==> src/rtl/vote_session_ctrl.sv <==
// vote_session_ctrl
// Sequences one voting session: collects a serially keyed 4-digit PIN,
// verifies it against ref_pin, opens a single ballot, and emits a one-cycle
// one-hot increment strobe to the tally counters. Repeated PIN failures lock
// the keypad for LOCK_CYCLES cycles; idle PIN entry or an idle ballot is
// aborted after TIMEOUT cycles. Once the poll is closed the controller stays
// in CLOSED until reset and enables the results display.
//
// Ports
//   clk           system clock (rising edge)
//   rst_n         asynchronous active-low reset
//   digit_valid   one-cycle strobe qualifying digit
//   digit[3:0]    keyed PIN digit
//   ref_pin[15:0] reference PIN, first keyed digit compared against [15:12]
//   btn[3:0]      candidate buttons (level), bit i = candidate i+1
//   close_poll    level request to end polling
//   vote_inc[3:0] one-hot, one-cycle tally increment strobe
//   ballot_open   high while a ballot is open
//   pin_err       one-cycle pulse on PIN mismatch
//   locked        high while the keypad is locked out
//   show_results  high once the poll is closed
//   voters[7:0]   ballots cast, saturating at 255
//   state[2:0]    current state encoding (debug)
//
// state  | meaning
// IDLE   | waiting for first digit or close_poll
// ENTRY  | collecting digits 2..4
// BALLOT | ballot open, waiting for an armed one-hot button
// CAST   | vote_inc strobe cycle, voter count update
// LOCKED | keypad locked after MAX_FAILS consecutive PIN failures
// CLOSED | poll closed, terminal until reset

module vote_session_ctrl #(
    parameter int MAX_FAILS   = 3,
    parameter int LOCK_CYCLES = 16,
    parameter int TIMEOUT     = 64
) (
    input  logic        clk,
    input  logic        rst_n,
    input  logic        digit_valid,
    input  logic [3:0]  digit,
    input  logic [15:0] ref_pin,
    input  logic [3:0]  btn,
    input  logic        close_poll,
    output logic [3:0]  vote_inc,
    output logic        ballot_open,
    output logic        pin_err,
    output logic        locked,
    output logic        show_results,
    output logic [7:0]  voters,
    output logic [2:0]  state
);

    typedef enum logic [2:0] {
        S_IDLE   = 3'd0,
        S_ENTRY  = 3'd1,
        S_BALLOT = 3'd2,
        S_CAST   = 3'd3,
        S_LOCKED = 3'd4,
        S_CLOSED = 3'd5
    } state_t;

    // One down-counter serves both the entry/ballot timeout and the lockout.
    localparam int TMAX = (TIMEOUT > LOCK_CYCLES) ? TIMEOUT : LOCK_CYCLES;
    localparam int TW   = $clog2(TMAX + 1);
    localparam logic [TW-1:0] TO_LOAD = TW'(TIMEOUT - 1);
    localparam logic [TW-1:0] LK_LOAD = TW'(LOCK_CYCLES - 1);
    localparam logic [3:0]    MF      = 4'(MAX_FAILS);

    state_t        st;
    logic [11:0]   pin_buf;
    logic [1:0]    dcnt;
    logic [3:0]    fail_cnt;
    logic [TW-1:0] timer;
    logic          armed;
    logic          btn_onehot;
    logic [3:0]    fail_nxt;

    assign btn_onehot = (btn != 4'd0) && ((btn & (btn - 4'd1)) == 4'd0);
    assign fail_nxt   = fail_cnt + 4'd1;
    assign state      = st;

    always_ff @(posedge clk or negedge rst_n) begin
        if (!rst_n) begin
            st           <= S_IDLE;
            pin_buf      <= '0;
            dcnt         <= '0;
            fail_cnt     <= '0;
            timer        <= '0;
            armed        <= 1'b0;
            vote_inc     <= '0;
            ballot_open  <= 1'b0;
            pin_err      <= 1'b0;
            locked       <= 1'b0;
            show_results <= 1'b0;
            voters       <= '0;
        end else begin
            pin_err <= 1'b0;
            case (st)
                S_IDLE: begin
                    if (close_poll) begin
                        show_results <= 1'b1;
                        st           <= S_CLOSED;
                    end else if (digit_valid) begin
                        pin_buf <= {8'h00, digit};
                        dcnt    <= 2'd1;
                        timer   <= TO_LOAD;
                        st      <= S_ENTRY;
                    end
                end
                S_ENTRY: begin
                    if (digit_valid) begin
                        if (dcnt == 2'd3) begin
                            dcnt    <= 2'd0;
                            pin_buf <= '0;
                            if ({pin_buf, digit} == ref_pin) begin
                                fail_cnt    <= 4'd0;
                                ballot_open <= 1'b1;
                                armed       <= 1'b0;
                                timer       <= TO_LOAD;
                                st          <= S_BALLOT;
                            end else begin
                                pin_err  <= 1'b1;
                                fail_cnt <= fail_nxt;
                                if (fail_nxt == MF) begin
                                    locked <= 1'b1;
                                    timer  <= LK_LOAD;
                                    st     <= S_LOCKED;
                                end else begin
                                    st <= S_IDLE;
                                end
                            end
                        end else begin
                            pin_buf <= {pin_buf[7:0], digit};
                            dcnt    <= dcnt + 2'd1;
                            timer   <= TO_LOAD;
                        end
                    end else if (timer == '0) begin
                        dcnt    <= 2'd0;
                        pin_buf <= '0;
                        st      <= S_IDLE;
                    end else begin
                        timer <= timer - 1'b1;
                    end
                end
                S_BALLOT: begin
                    // A press only counts once a released button has been seen,
                    // so a button held from before the ballot is never reused.
                    if (armed && btn_onehot) begin
                        vote_inc    <= btn;
                        ballot_open <= 1'b0;
                        st          <= S_CAST;
                    end else if (timer == '0) begin
                        ballot_open <= 1'b0;
                        st          <= S_IDLE;
                    end else begin
                        timer <= timer - 1'b1;
                        if (btn == 4'd0) begin
                            armed <= 1'b1;
                        end
                    end
                end
                S_CAST: begin
                    vote_inc <= 4'd0;
                    armed    <= 1'b0;
                    if (voters != 8'hFF) begin
                        voters <= voters + 8'd1;
                    end
                    st <= S_IDLE;
                end
                S_LOCKED: begin
                    if (timer == '0) begin
                        locked   <= 1'b0;
                        fail_cnt <= 4'd0;
                        st       <= S_IDLE;
                    end else begin
                        timer <= timer - 1'b1;
                    end
                end
                S_CLOSED: begin
                    vote_inc <= 4'd0;
                end
                default: begin
                    st <= S_IDLE;
                end
            endcase
        end
    end

endmodule
==> config.mk <==
export PLATFORM = sky130hd
export DESIGN_NAME = vote_session_ctrl
export DESIGN_NICKNAME = d
export VERILOG_FILES = /design/src/rtl/vote_session_ctrl.sv
export SDC_FILE = /design/constraint.sdc
export NUM_CORES = 1
export LEC_CHECK = 0
export ABC_AREA = 1
export BUFFER_PORTS_ARGS = -buffer_cell sky130_fd_sc_hd__buf_4
export CAP_MARGIN = 25
export CORE_ASPECT_RATIO = 0.8
export CORE_MARGIN = 2
export CORE_UTILIZATION = 40
export DETAILED_ROUTE_END_ITERATION = 7
export PLACE_DENSITY = 0.7
export SLEW_MARGIN = 20
export SYNTH_ARGS = -nofsm -noshare
export SYNTH_HDL_FRONTEND = slang
export SYNTH_SLANG_ARGS = --single-unit
==> constraint.sdc <==
create_clock -name clk -period 2.13 [get_ports clk]
set_input_delay 0.213 -clock clk [delete_from_list [all_inputs] [get_ports clk]]
set_output_delay 0.213 -clock clk [all_outputs]
set_load 0.02 [all_outputs]
After elaboration in Yosys (flattened, before gate mapping)

Cells that the tools add are included.

Add/subtract/negate cells: 5
Multipliers: 0
Divide/modulo/power cells: 0
$lt $le $gt $ge: 0
Equal/unequal tests: 26
Shifts and indexed selects: 0
Mux-type cells: 59
Bitwise logic cells: 2
Reduce and logical (&&, ||, !) cells: 24

Operator list:

| cell                  | count |
|---|---|
| $mux W12              | 5 |
| $mux W7               | 8 |
| $pmux W7 S4           | 1 |
| $mux W3               | 8 |
| $ne A2 B2 Y1 const B  | 12 |
| $pmux W12 S2          | 1 |
| $mux W4               | 5 |
| $mux W1               | 19 |
| $eq A16 B16 Y1        | 1 |
| $pmux W4 S2           | 2 |
| $pmux W3 S5           | 1 |
| $ne A3 B3 Y1 const B  | 4 |
| $mux W2               | 5 |
| $reduce_and A5 Y1     | 2 |
| $add A8 B1 Y8 const B | 1 |
| $logic_not A4 Y1      | 2 |
| $ne A8 B8 Y1 const B  | 1 |
| $reduce_and A4 Y1     | 2 |
| $reduce_bool A2 Y1    | 4 |
| $reduce_bool A4 Y1    | 2 |
| $logic_not A7 Y1      | 1 |
| $reduce_and A7 Y1     | 1 |
| $sub A7 B1 Y7 const B | 1 |
| $eq A3 B2 Y1 const B  | 2 |
| other kinds (20)      | 25 |

Register bits after elaboration: 45
Bits in latches: 0
RAM bits: 0
ROM bits: 0
Input bits: 28
Word-level logic and storage cells: 128
Memories: 0

Depth between registers and ports, before layout

Depth after elaboration: 7
Depth in mapped cells: 12
Depth with buffers taken out: 12

Worst setup path before layout

No wires, ideal clock.

Kind: reg-to-reg
From: register st[1], in the netlist state[1]
To: register timer[1]
Setup time: 0.126 ns
Arrival time: 1.496 ns
Path slack: 0.508 ns
Stages on the path, launching flop included: 13
Period minus slack after synthesis: 1.622 ns
Cell sequence: dfrtp_1 > inv_1 > nor2_4 > nand2_4 > nand2_1 > nor2_2 > nand2_1 > nand3_1 > nor2_1 > nand2_2 > buf_6 > nand2_1 > o21ai_1

Longest elaborated chain between the ends: 3

Ends and longest elaborated chain:

| item                                                        | line | source |
|---|---|---|
| start, declared                                             | 70   | `state_t st;` |
| start signal, assigned                                      | 85   | `st <= S_IDLE;` |
| start signal, assigned                                      | 103  | `st <= S_CLOSED;` |
| start signal, assigned                                      | 108  | `st <= S_ENTRY;` |
| $eq A3 B1 Y1, or another cell as far along                  | 99   | `case (st)` |
| $ne A5 B5 Y1 (no source line), or another cell as far along | -    |  |
| $reduce_and A5 Y1 (no source line)                          | -    |  |
| end signal, assigned                                        | 143  | `timer <= timer - 1'b1;` |
| end signal, assigned                                        | 157  | `timer <= timer - 1'b1;` |
| end signal, assigned                                        | 177  | `timer <= timer - 1'b1;` |
| end, declared                                               | 74   | `logic [TW-1:0] timer;` |

Parallel ways exist; a longest one is shown, timed or not.
A chain may end at the register's enable or synchronous reset.

Worst setup path after layout

From: register timer[2]
To: register locked

Longest elaborated chain between the ends: 3

Ends and longest elaborated chain:

| item                               | line | source |
|---|---|---|
| $logic_not A7 Y1                   | 172  | `if (timer == '0) begin` |
| $ne A2 B2 Y1 (no source line)      | -    |  |
| $reduce_and A6 Y1 (no source line) | -    |  |
| end signal, assigned               | 94   | `locked <= 1'b0;` |
| end signal, assigned               | 126  | `locked <= 1'b1;` |
| end signal, assigned               | 173  | `locked <= 1'b0;` |
| end, declared                      | 48   | `output logic locked,` |

Every way passes these cells.

==> run summary <==
Layout Cells excl Fill: 521
CTS Buf Count: 5
Worst R2R End: locked
Achievable Freq: 520 MHz
Maximum clock path buffer count: 2
Initial antenna violation count: 0
Yosys cell types: 29
Via count: 2465
Worst path top cell family by delay: simple AND/OR/NAND/NOR gates
CP Data Arrival Time: 2.12 ns
Pleak: 0.00178 uW
Peak VDD IR: 0.475 mV
Syn avg cell area: 7.20 um2
GR met3 Demand/Resource: 4.19%
RSZ-0062 raised after global routing: false
Hold WS: 0.128 ns
Crit-path max FO: 12
Residual DRC: 0
WP buf/inv: 1
Starting Density: 40.7%
Startpoint Class: flip-flop
Row count: 27
Area Growth Syn to Fin: 19.8%
Number of post-CTS setup repair buffers: 0
Synth area leader: dfrtp_1
Final min period: 1.92 ns
First-pass GRT wire length: 10.4 mm
Routed Antenna Nets: 0
Placed instance count: 512
PwrDens: 1090 nW/um2
Gr busiest metal: met2
Met1 GRT Util: 21.8%
R2R depth: 9
Die Footprint: 7560 um2
I/O pins: 47
Grt met2 use: 27.1%
Worst-Skew Late Latency: 0.31 ns
Crit. Startpoint: timer[2]
Final Hold Vio Count: 0
Max_slew headroom: 61.7%
Crit Path Category: reg -> reg
Final GP Congestion: 0.932
Vias in the first global route: 2413
Die width: 96.7 um
CTS Sinks: 45
Most frequent cells in the layout: nand2_1, inv_1, buf_4
CTS resizes: 0
Area fraction of the dominant cell type after synthesis: 40.9%
CTS H-tree lvls: 2
Post-Synthesis Cells: 382
Register area share after synthesis: 40.9%
Largest cells by area after synthesis: dfrtp_1, nand2_1, inv_1
Setup Total Neg Slack: 0 ns
Critical path required time: 2.33 ns
Initial DRC count: 109
Total wire length: 5.98 mm
Reg2Reg Setup Slack: 0.21 ns
Crit path max-delay cell type: dfrtp_1
Port Buffers: 46
CP Capture Point: locked
Worst hold path class: in -> reg
Crit share post-route: 90.2%
Crit path top cell by count: nand2_1
N_diodes: 0
Router iterations before antenna repair: 4
TritonCTS clock tree: built
Worst slack, placed: 0.229 ns
R2r startpoint: timer[2]
Worst-Margin Slew: 0.575 ns
Total GRT Usage: 16.7%
Largest net degree at the start of global routing: 46
Clock transition at path regs: 0.09 ns
Layout cells sized above 1: 18.2%
Nets: 467
Core ar.: 6760 um2
Vias per cell: 4.73
Hpwl dp: 4.66 mm
Critical path's largest stage delay: 0.42 ns
Setup ws final: 0.208 ns
Final setup fails: 0
Mapped cell area: 2750 um2
Skew final: 0.0156 ns
Outcome: complete, no violations
Worst path depth: 9
DP Area: 3170 um2
Commonest non-fill, non-tap cell in the layout: nand2_1
Design area: 3290 um2
Chip height: 78.2 um
Register bit total from synthesis: 45
Ys Warns: 0
Wire per inst: 11.5 um
GRT overflow: 0
Max-cap violation count: 0
Fin. max-slew vios: 0
Clock root buffer: clkbuf_8
CP Capture Type: flip-flop
Sequence of cells on the critical path: or2_4, nor2_4, nand3_2, inv_2, nand2_1, a21oi_2, nand2_1, nand2_1, o21ai_1
Mapped Nets: 416
==> registers in the layout, indices dropped and copies added (netlist names) <==
name          cells
pin_err           1
voters            8
state             3
show_results      1
dcnt              2
ballot_open       1
armed             1
vote_inc          4
fail_cnt          4
pin_buf          12
timer             7
locked            1
==> synthesized netlist by cell type, drive strengths merged <==
master  count
nand4       2
dfrtp      45
xor2        9
o211ai      1
a211oi      3
mux2i       1
xnor2       3
nand2     114
a21oi       8
ha          6
inv        78
nand3      24
nor2       45
o21ai      24
o22ai      12
nor3        2
buf         4
or2         1
==> metal layers <==
metal	share of wire [%]	vias to the layer above
li1	-	1280
met1	48	1116
met2	45	58
met3	5.4	11
met4	1.6	0
met5	0	-
==> stage by stage <==
step | power (uW) | util [%]
floorplan | 2590 | -
global route | 3950 | 48.8
detailed placement | 2960 | 47.0
finish | 3590 | 48.8
CTS | 3630 | 48.8
global placement | 2880 | 47.0
==> worst min path at each step <==
stage            from           to  slack (ns)  depth (start not counted)
6_report       btn[1]  vote_inc[1]        0.13                          3
3_5_place_dp    rst_n     timer[1]        0.25                          1
3_3_place_gp    rst_n  fail_cnt[1]        0.26                          1
4_1_cts        btn[1]  vote_inc[1]        0.12                          3
2_1_floorplan   rst_n        armed       -0.08                          0
5_1_grt        btn[1]  vote_inc[1]        0.15                          3
==> timing repair <==
action                                  4_1_cts  5_1_grt
endpoints found under the setup margin        0        0
endpoints found under the hold margin        45        0
hold buffers                                  1        0
==> kinds of logic (layout without fill, tap and decap cells) <==
logic type | after synthesis | in the layout | share of synthesized area (%)
buffers and inverters | 82 | 134 | 12.1
flip-flops | 45 | 45 | 40.9
adder cells (fa/ha/maj) | 6 | 6 | 2.73
AND/OR/NAND/NOR | 188 | 188 | 29.6
multiplexers | 1 | 1 | 0.364
AO/OA/AOI/OAI | 48 | 48 | 10.5
XOR/XNOR | 12 | 12 | 3.82
==> report_power, final <==
group | internal [uW] | total, uW | switching [uW]
logic | 602 | 1690 | 1090
clock network | 352 | 649 | 297
registers | 1080 | 1250 | 171
==> area by class of cell <==
type / instances / area, um2
clock buffer: 6 / 72.6
clock inverter: 2 / 38.8
fill: 666 / 3460
inverter: 78 / 293
multi-input combinational: 255 / 1290
sequential: 45 / 1130
tap: 87 / 109
timing repair buffer: 48 / 363
==> tightest hold or removal path, cell delays in order <==
cell	delay (ns)
buf_4	0.09
nand2_1	0.04
o21ai_0	0.06
Power figures use the tool's default switching activity.
